**src/rtl/cordic_pkg.sv**
```systemverilog
// Shared CORDIC types, widths and the arctangent table.
// Used by both the rotation (sin_cos) and vectoring (vec_to_phase) blocks.
package cordic_pkg;

    localparam int ANGLE_W = 16;
    localparam int PHASE_W = 10;
    localparam int DATA_W  = 18;
    localparam int XY_W    = 21;
    localparam int MAG_W   = 20;
    localparam int IDX_W   = 4;

    typedef enum logic [1:0] {
        S_IDLE,
        S_FOLD,
        S_ITER,
        S_OUT
    } state_t;

    // round(atan(2^-i) * 65536 / (2*pi))
    function automatic logic [ANGLE_W-1:0] atan_lut(
        input logic [IDX_W-1:0] idx
    );
        logic [ANGLE_W-1:0] v;
        v = '0;
        unique case (idx)
            4'd0:  v = 16'd8192;
            4'd1:  v = 16'd4836;
            4'd2:  v = 16'd2555;
            4'd3:  v = 16'd1297;
            4'd4:  v = 16'd651;
            4'd5:  v = 16'd326;
            4'd6:  v = 16'd163;
            4'd7:  v = 16'd81;
            4'd8:  v = 16'd41;
            4'd9:  v = 16'd20;
            4'd10: v = 16'd10;
            4'd11: v = 16'd5;
            4'd12: v = 16'd3;
            4'd13: v = 16'd1;
            4'd14: v = 16'd1;
            4'd15: v = 16'd0;
        endcase
        return v;
    endfunction

endpackage

```
**src/rtl/cordic_atan_rom.sv**
```systemverilog
// Combinational arctangent table lookup, one entry per CORDIC step.
module cordic_atan_rom
    import cordic_pkg::*;
(
    input  logic [IDX_W-1:0]   i_idx,
    output logic [ANGLE_W-1:0] o_atan
);

    assign o_atan = atan_lut(i_idx);

endmodule

```
**src/rtl/vec_to_phase.sv**
```systemverilog
// CORDIC vectoring engine: (x, y) -> atan2 phase and gain-scaled magnitude.
// One iteration per cycle; left-half-plane inputs are folded first.
module vec_to_phase
    import cordic_pkg::*;
#(
    parameter int ITERS = 14
) (
    input  logic               clk,
    input  logic               rst_n,
    input  logic               start,
    input  logic [DATA_W-1:0]  x_in,
    input  logic [DATA_W-1:0]  y_in,
    output logic               busy,
    output logic               done,
    output logic [PHASE_W-1:0] phase,
    output logic [MAG_W-1:0]   mag
);

    state_t r_state;
    state_t w_next;

    logic signed [XY_W-1:0] r_x;
    logic signed [XY_W-1:0] r_y;
    logic [ANGLE_W-1:0]     r_acc;
    logic [IDX_W-1:0]       r_cnt;
    logic                   r_zero;
    logic                   r_done;
    logic [PHASE_W-1:0]     r_phase;
    logic [MAG_W-1:0]       r_mag;

    logic [ANGLE_W-1:0]     w_atan;
    logic                   w_last;
    logic                   w_ypos;
    logic signed [XY_W-1:0] w_xsh;
    logic signed [XY_W-1:0] w_ysh;
    logic signed [XY_W-1:0] w_xi;
    logic signed [XY_W-1:0] w_yi;
    logic [ANGLE_W-1:0]     w_acci;
    logic [ANGLE_W-1:0]     w_rnd;
    logic [PHASE_W-1:0]     w_phase;

    cordic_atan_rom u_rom (
        .i_idx  (r_cnt),
        .o_atan (w_atan)
    );

    assign w_last = (r_cnt == IDX_W'(ITERS - 1));
    assign w_ypos = ~r_y[XY_W-1];
    assign w_xsh  = r_x >>> r_cnt;
    assign w_ysh  = r_y >>> r_cnt;
    assign w_xi   = w_ypos ? r_x + w_ysh : r_x - w_ysh;
    assign w_yi   = w_ypos ? r_y - w_xsh : r_y + w_xsh;
    assign w_acci = w_ypos ? r_acc + w_atan : r_acc - w_atan;

    // Round to the nearest of 1024 phase steps; zero vector has no angle.
    assign w_rnd   = r_acc + ANGLE_W'(32);
    assign w_phase = r_zero ? '0 : w_rnd[ANGLE_W-1:ANGLE_W-PHASE_W];

    always_comb begin
        w_next = r_state;
        unique case (r_state)
            S_IDLE: if (start) w_next = S_FOLD;
            S_FOLD: w_next = S_ITER;
            S_ITER: if (w_last) w_next = S_OUT;
            S_OUT:  w_next = S_IDLE;
            default: w_next = S_IDLE;
        endcase
    end

    always_ff @(posedge clk or negedge rst_n) begin
        if (!rst_n) begin
            r_state <= S_IDLE;
        end else begin
            r_state <= w_next;
        end
    end

    always_ff @(posedge clk or negedge rst_n) begin
        if (!rst_n) begin
            r_x     <= '0;
            r_y     <= '0;
            r_acc   <= '0;
            r_cnt   <= '0;
            r_zero  <= 1'b0;
            r_done  <= 1'b0;
            r_phase <= '0;
            r_mag   <= '0;
        end else begin
            r_done <= 1'b0;
            unique case (r_state)
                S_IDLE: begin
                    if (start) begin
                        r_x    <= {{(XY_W-DATA_W){x_in[DATA_W-1]}}, x_in};
                        r_y    <= {{(XY_W-DATA_W){y_in[DATA_W-1]}}, y_in};
                        r_zero <= (x_in == '0) && (y_in == '0);
                        r_acc  <= '0;
                        r_cnt  <= '0;
                    end
                end
                S_FOLD: begin
                    // Rotate by pi so iterations only see the right half-plane.
                    if (r_x[XY_W-1]) begin
                        r_x   <= -r_x;
                        r_y   <= -r_y;
                        r_acc <= 16'h8000;
                    end else begin
                        r_acc <= '0;
                    end
                end
                S_ITER: begin
                    r_x   <= w_xi;
                    r_y   <= w_yi;
                    r_acc <= w_acci;
                    r_cnt <= r_cnt + 1'b1;
                end
                S_OUT: begin
                    r_phase <= w_phase;
                    r_mag   <= r_x[MAG_W-1:0];
                    r_done  <= 1'b1;
                end
                default: begin
                    r_done <= 1'b0;
                end
            endcase
        end
    end

    assign busy  = (r_state != S_IDLE) | r_done;
    assign done  = r_done;
    assign phase = r_phase;
    assign mag   = r_mag;

endmodule

```
**config.mk**
```make
export PLATFORM = sky130hd
export DESIGN_NAME = vec_to_phase
export DESIGN_NICKNAME = d
export VERILOG_FILES = /design/src/rtl/cordic_pkg.sv /design/src/rtl/cordic_atan_rom.sv /design/src/rtl/vec_to_phase.sv
export SDC_FILE = /design/constraint.sdc
export NUM_CORES = 1
export LEC_CHECK = 0
export ABC_AREA = 1
export CORE_AREA = 2 2 185 187
export CTS_CLUSTER_DIAMETER = 120
export DETAILED_ROUTE_END_ITERATION = 10
export DIE_AREA = 0 0 187 189
export PLACE_DENSITY_LB_ADDON = 0.1
export RECOVER_POWER = 25
export SLEW_MARGIN = 25
export SYNTH_ARGS = -nofsm -noshare
export SYNTH_HDL_FRONTEND = slang
export SYNTH_HIERARCHICAL = 1
export SYNTH_SLANG_ARGS = --single-unit
export TNS_END_PERCENT = 100
```
**constraint.sdc**
```tcl
create_clock -name clk -period 5.25 [get_ports clk]
set_input_delay 0.7875 -clock clk [delete_from_list [all_inputs] [get_ports clk]]
set_output_delay 0.7875 -clock clk [all_outputs]
set_load 0.05 [all_outputs]
```
# Word level (Yosys, flattened, before mapping)
# Memories as Yosys holds them, arrays and structs flattened.
# Index checks and enable logic that the tools add are counted.
# totals
inputBits	39
memories	1
romBits	224
ff_bits	96
elab_cells	62
# mem_list
name	words	word_bits	rd	rd_ports_with_merged_regs	wr	line	source
(name not given)	16	14	1	0	0	cordic_pkg.sv:25	unique case (idx)
# op_classes
bitwise_logic	1
eq_ne	7
addsub	10
shift	2
n_reduce_logical	12
n_mux	19
# ops
cell	n
$mux 21	6
$pmux 21 s3	2
$mux 16	3
$pmux 16 s3	1
$add 21x21->21	2
$neg 21->21	2
$sshr 21x4->21	2
$sub 21x21->21	2
$logic_not 18->1	2
$add 16x16->16	1
$add 16x6->16 const B	1
$sub 16x16->16	1
$mux 10	1
$pmux 2 s4	1
$pmux 4 s2	1
$reduce_and 2->1	4
$ne 2x2->1 const B	3
$add 4x1->4 const B	1
$eq 2x2->1 const B	2
$eq 4x4->1 const B	1
$mux 2	2
$mux 4	1
$reduce_bool 2->1	2
$reduce_and 3->1	1
other kinds (6)	6

# Depth between registers and ports, before layout
# Gate-level depths: netlist of run 1.
# depth
word_depth	4
mapped_depth	33
depth_no_buf	32

# Cells and area by module
# Netlist of run 1, hierarchy kept.
# by_module_without_submodules
mod	cells_each	area_each_um2	n_inst
vec_to_phase	1830	11218.3	1
cordic_atan_rom	61	346.6	1

# Least setup slack after synthesis of run 1
# No wires, ideal clock.
# synth_timing
path_kind	register to register
start	register r_cnt[0]
end	register r_y[16]
setup_time_ps	130
slack_ps	1471
path_stages_with_launch	28
t_arrival_ps	3649
required_time_ps	5120
cell_sequence	dfrtp_1 > buf_4 > buf_6 > nand2_1 > o21ai_1 > nand2_1 > o211ai_1 > nand3_1 > o21ai_1 > ha_1 > nand2_1 > nor2_2 > nand2_1 > o31ai_1 > xor2_1 > inv_1 > ha_1 > nand2_1 > nor2_1 > nand2_1 > o211ai_1 > a21oi_1 > o21ai_0 > or2_2 > nand3_1 > nand3_1 > inv_1 > o22ai_1
# synth_via
elab_chain_cells	4
# synth_rtl
item	line	source
start, declared	vec_to_phase.sv:25	logic [IDX_W-1:0] r_cnt;
start signal, assigned	vec_to_phase.sv:114	r_cnt <= r_cnt + 1'b1;
$sshr 21x4->21 (*)	vec_to_phase.sv:49	assign w_xsh = r_x >>> r_cnt;
$sub 21x21->21 or $add 21x21->21 (tied branches)	vec_to_phase.sv:52	assign w_yi = w_ypos ? r_y - w_xsh : r_y + w_xsh;
$mux 21 (*)	vec_to_phase.sv:52	
$pmux 21 s3 (*)	vec_to_phase.sv:90	unique case (r_state)
end signal, assigned	vec_to_phase.sv:94	r_y <= {{(XY_W-DATA_W){y_in[DATA_W-1]}}, y_in};
end signal, assigned	vec_to_phase.sv:104	r_y <= -r_y;
end signal, assigned	vec_to_phase.sv:112	r_y <= w_yi;
end, declared	vec_to_phase.sv:23	logic signed [XY_W-1:0] r_y;
# Mark *: on every way between the ends. The rest lies on a longest branch, timed or not.
# A chain may end at the register's enable or synchronous reset.

# Worst setup path in the final report of run 1
# layout_timing
start	register r_cnt[1]
end	register r_y[18]
# The elaborated chain is that of the path after synthesis.

==> results.json, run 1 <==
{
  "multi_input_area_sq_um": 8030,
  "endpoint": "r_y[18]",
  "end_kind": "flip-flop",
  "drtAntennaViolNets": 0,
  "vias": 13000,
  "critical_path.max_fanout": 17,
  "ff_latch_area_sq_um": 2400,
  "avgSynthCellArea_sq_um": 6.12,
  "max_freq_ghz": 0.213,
  "syn_inst": 1891,
  "crit_buf_inv": 4,
  "num_antenna_cells": 0,
  "reg2reg_to": "r_y[18]",
  "portBuffers": 70,
  "r2r_cells": 25,
  "hold_buffers": 0,
  "synth_flop_cell": "dfrtp_1",
  "worstPathRequired_ns": 5.49,
  "die_h_um": 189,
  "cp.arrival_ns": 4.95,
  "netlist_area_sq_um": 11600,
  "drcViolationCount": 0,
  "r2r_start": "r_cnt[1]",
  "cp.depth": 25,
  "start_util": 0.347,
  "overflow": 0,
  "antenna_found_initial": 0,
  "layout-drive-gt1-share": 0.0511,
  "synth_seq_area_share": 0.208,
  "wirelength_mm": 44.3,
  "grt_max_degree": 58,
  "yosys_register_bits": 96,
  "rsz0062_at_grt": "false",
  "fp-row-count": 67,
  "hold_path_class": "reg -> reg",
  "nNetsFinal": 2049,
  "fillCellCount": 3671,
  "root_buffer": "clkbuf_16",
  "synth_top_area_cell": "dfrtp_1",
  "timing.critical_path.from": "r_cnt[1]",
  "slew_headroom": -1.39,
  "dr.pass1.iters": 6,
  "io_pins": 71,
  "post-route-period-util": 0.896,
  "ys_types": 62,
  "violations": "max-capacitance violations, max-slew violations",
  "netlist_top_cells_area": "dfrtp_1 (21%), nand2_1 (15%), nand3_1 (10%), ha_1 (8.1%), o21ai_0 (7.5%)",
  "drt_iter0_drc": 1085,
  "crit_type": "reg -> reg",
  "dpl.hpwl_mm": 34.9,
  "die_width_um": 187,
  "grt_util_all_layers": 0.249,
  "cts_buffer_depth": 2,
  "cpMostUsedCell": "nand2_1",
  "clock_skew_ns": 0.0101,
  "async_flop_share": 1.00,
  "ctsHtreeMaxLevel": 3,
  "die_area_sq_um": 35300,
  "cp_slowest_stage_delay_ns": 0.41,
  "setup_tns_ns": 0,
  "rrSetupSlack_ns": 0.54,
  "mostFrequentLayoutCell": "nand2_1",
  "clkSlewWorstSetupHoldPaths_ns": 0.08,
  "drv_slew": 58,
  "status": "finished with violations",
  "numCtsBuffers": 9,
  "path_delay_family": "simple AND/OR/NAND/NOR gates",
  "synth_top_area_frac": 0.208,
  "synth_edf_count": 0,
  "cap_violations": 1,
  "gp_congestion": 0.937,
  "cts_tree": "yes",
  "post_drt_wl_per_cell_um": 18.6,
  "clkSinkCount": 96,
  "core_sq_um": 33300,
  "finalCriticalPeriod_ns": 4.71,
  "final-setup-viol-count": 0,
  "grt_pass1_wl_mm": 68.9,
  "synth_warnings": 6,
  "hold_violations": 0,
  "slowest_stage": "dfrtp_1",
  "crit_path_start_kind": "flip-flop",
  "area_delta_synth_final_pct": 13.0,
  "via_per_inst": 5.44,
  "clk_latency_ns": 0.39,
  "first_global_vias": 12200,
  "worst_pin_slew_ns": 3.58,
  "layout_common_cells": "nand2_1 (466), nand3_1 (231), inv_1 (198), o21ai_0 (173), nor2_1 (161)"
}
tightest hold or removal path: cells and delay by family (launching register included):
kind | cells | cell delay, ns
flip-flops | 1 | 0.36
AO/OA/AOI/OAI | 1 | 0.06
AND/OR/NAND/NOR | 1 | 0.05
sequential cells by signal, summed over array words and instances (netlist names):
register	cells
r_zero	1
r_x	21
phase	10
done	1
r_state	2
r_y	21
mag	20
r_acc	16
r_cnt	4
routing by layer:
metal | global-route usage | share of wire | vias up
li1 | - | - | 6489
met1 | 0.340 | 0.47 | 6065
met2 | 0.399 | 0.45 | 365
met3 | 0.0404 | 0.053 | 60
met4 | 0.0885 | 0.029 | 0
met5 | 0 | 0 | -
cells in the mapped netlist, drive strengths merged (4+ instances only):
cell,number
o32ai,5
a21o,4
dfrtp,96
clkbuf,44
nand4,30
or2,6
nor4,15
buf,32
xnor2,9
nor3,21
xor2,43
o21ai,187
a21boi,7
o21a,4
o211ai,25
a31oi,21
o21bai,7
nor2,169
ha,75
o22ai,12
o41ai,4
inv,205
nand2,473
a21oi,130
nand3,232
what timing repair did:
item | CTS | global route
setup buffers | 0 | 0
endpoints found under the setup margin | 0 | 2
gates resized for setup | 0 | 3
how the worst min path moves through the flow:
stage                           to  slack, ns     start  depth (start not counted)
after floorplan             r_zero       0.45    r_zero                          2
after global placement    r_acc[4]       0.48  r_acc[4]                          2
after detailed placement  r_acc[3]       0.49  r_acc[3]                          2
after CTS                 r_acc[3]       0.51  r_acc[3]                          2
after global routing      r_acc[2]       0.53  r_acc[2]                          2
final                     r_acc[2]       0.50  r_acc[2]                          2
final cells by class:
class                           count  share of cell area
Clock inverter                      7             0.00747
Timing Repair Buffer              105              0.0736
Sequential cell                    96               0.184
Multi-Input combinational cell   1512               0.615
Inverter                          208              0.0599
Tap cell                          448              0.0429
Clock buffer                        9              0.0172
stage by stage:
step           utilization  setup WS, ns  hold WS [ns]  instance area [sq um]  cells
3_5_place_dp         0.382         0.390         0.489                  12700   2369
2_1_floorplan            -          1.47         0.446                  11600   1892
5_1_grt              0.393       0.00733         0.529                  13100   2385
4_1_cts              0.392         0.380         0.506                  13100   2385
3_3_place_gp         0.382         0.442         0.480                  12700   2369
6_report             0.393         0.544         0.499                  13100   2385
logic make-up (layout without fill, tap and decap cells):
family,count (synthesis),count (layout),synth area share
multiplexers,1,1,0.000974
buffers and inverters,284,329,0.0996
other,1,2,0.000324
AO/OA/AOI/OAI,426,426,0.208
adder cells (fa/ha/maj),78,78,0.0863
flip-flops,96,96,0.208
AND/OR/NAND/NOR,953,953,0.357
XOR/XNOR,52,52,0.0394
Power of run 1 is not shown: default switching activity piles up to over one toggle a cycle in this logic, so the estimate is an artifact.
==> run 2, diff against run 1 <==
--- a/config.mk
+++ b/config.mk
@@ -12,3 +12,3 @@
 export DIE_AREA = 0 0 187 189
-export PLACE_DENSITY_LB_ADDON = 0.1
+export PLACE_DENSITY = 0.59
 export RECOVER_POWER = 25
==> constraint.sdc (replaced) <==
create_clock -name clk -period 5.25 [get_ports clk]
set_input_delay 0.525 -clock clk [delete_from_list [all_inputs] [get_ports clk]]
set_output_delay 0.525 -clock clk [all_outputs]
set_load 0.05 [all_outputs]
==> run 2 against run 1 <==
  * The run still ends with max-capacitance violations, max-slew violations left
  * Via count increased by 1.2%
  * Worst setup slack worse by 0.027 ns
  * Clock-buffer cell count unchanged
  * Design area decreased by 0.35%
  * Sequential share of layout area up 0.064 points
  * Worst hold slack improved by 0.012 ns
  * Non-clock buffer count fell by 5
  * Critical path depth increased by 5
  * Sequential cell count unchanged
  * Highest routed layer unchanged
==> results.json, run 2 (synthesis gave the netlist of run 1 again) <==
{
  "dpl.hpwl_mm": 33.4,
  "worst_pin_slew_ns": 2.33,
  "drtAntennaViolNets": 0,
  "setup_ws_ns": 0.518,
  "slowest_stage": "dfrtp_2",
  "io_pins": 71,
  "clock_skew_ns": 0.0211,
  "root_buffer": "clkbuf_16",
  "cp_slowest_stage_delay_ns": 0.44,
  "layout_common_cells": "nand2_1 (466), nand3_1 (231), inv_1 (198), o21ai_0 (173), nor2_1 (161)",
  "num_antenna_cells": 0,
  "end_kind": "flip-flop",
  "status": "finished with violations",
  "dr.pass1.iters": 6,
  "via_per_inst": 5.52,
  "cap_violations": 3,
  "numCtsBuffers": 9,
  "cpMostUsedCell": "nand2_1",
  "antenna_found_initial": 0,
  "first_global_vias": 12200,
  "post-route-period-util": 0.901,
  "clkSlewWorstSetupHoldPaths_ns": 0.10,
  "cts_tree": "yes",
  "crit_path_start_kind": "flip-flop",
  "postCtsSetupBuffers": 0,
  "ctsHtreeMaxLevel": 3,
  "die_h_um": 189,
  "clk_latency_ns": 0.38,
  "vias": 13100,
  "grt_pass1_wl_mm": 66.9,
  "portBuffers": 70,
  "overflow": 0,
  "start_util": 0.347,
  "cts_buffer_depth": 2,
  "grt_util_all_layers": 0.237,
  "core_sq_um": 33300,
  "hold_path_class": "reg -> reg",
  "final-setup-viol-count": 0,
  "hold_buffers": 0,
  "cp.arrival_ns": 4.97,
  "drcViolationCount": 0,
  "whs_ns": 0.511,
  "violations": "max-capacitance violations, max-slew violations",
  "area_delta_synth_final_pct": 12.6,
  "layout-drive-gt1-share": 0.0466,
  "clkSinkCount": 96,
  "fp-row-count": 67,
  "finalCriticalPeriod_ns": 4.73,
  "drt_iter0_drc": 1119,
  "die_width_um": 187,
  "max_freq_ghz": 0.211,
  "rsz0062_at_grt": "false",
  "crit_type": "reg -> reg",
  "cts_resized": 0,
  "worstPathRequired_ns": 5.49,
  "die_area_sq_um": 35300,
  "drv_slew": 153,
  "post_drt_wl_per_cell_um": 17.9,
  "nNetsFinal": 2044,
  "critical_path.max_fanout": 27,
  "post-place-ws_ns": 0.640,
  "slew_headroom": -0.551,
  "setup_tns_ns": 0,
  "gp_congestion": 0.986,
  "mostFrequentLayoutCell": "nand2_1",
  "hold_violations": 0,
  "wirelength_mm": 42.5,
  "grt_max_degree": 57
}
run 2: cell types whose count changed in the layout (fill, tap and decap cells not counted), sizes merged:
cell    before  now
buf         35   28
inv        207  210
clkbuf      10   12
clkinv       7    5
bufinv       1    0
run 2: final timing paths:
kind | start | end | slack (ns) | cells past startpoint
worst min-delay path | r_acc[3] | r_acc[3] | 0.51 | 2
max in group asynchronous | rst_n | r_cnt[0] | 1.76 | 2
worst max-delay path | r_cnt[0] | r_x[18] | 0.52 | 30
worst max register to register | r_cnt[0] | r_x[18] | 0.52 | 30
min in group asynchronous | rst_n | phase[0] | 0.84 | 1
worst min register to register | r_acc[3] | r_acc[3] | 0.51 | 2
run 2: cell type report:
| cell class | count | area (sq um) |
|---|---|---|
| fillers | 3667 | 20300 |
| flip-flops and latches | 96 | 2400 |
| well taps | 448 | 561 |
| clock buffers | 9 | 225 |
| inverters | 208 | 782 |
| multi-input cells | 1512 | 8020 |
| repair buffers | 100 | 951 |
| clock inverters | 7 | 76.3 |
run 2: routing by layer:
layer / wire [um] / share of wire / up-vias / track usage
met5: 0 / 0 / - / 0
met4: 1630 / 0.038 / 0 / 0.100
met3: 2370 / 0.056 / 86 / 0.0271
met2: 19100 / 0.45 / 459 / 0.381
met1: 19400 / 0.46 / 6136 / 0.323
li1: - / - / 6455 / -
run 2: through the flow:
stage | util | area [sq um] | instances
finish | 0.391 | 13000 | 2380
global route | 0.391 | 13000 | 2380
CTS | 0.392 | 13000 | 2380
detailed placement | 0.382 | 12700 | 2364
global placement | 0.382 | 12700 | 2364
floorplan | - | 11600 | 1892
run 2: critical path: cells and delay by family (launching register included):
family	cells	cell delay (ns)
simple gates	17	2.00
buf+inv	6	0.89
fa+ha+maj	2	0.63
compound gates	5	0.61
flops	1	0.44
Power of run 2 is left out for the same reason.
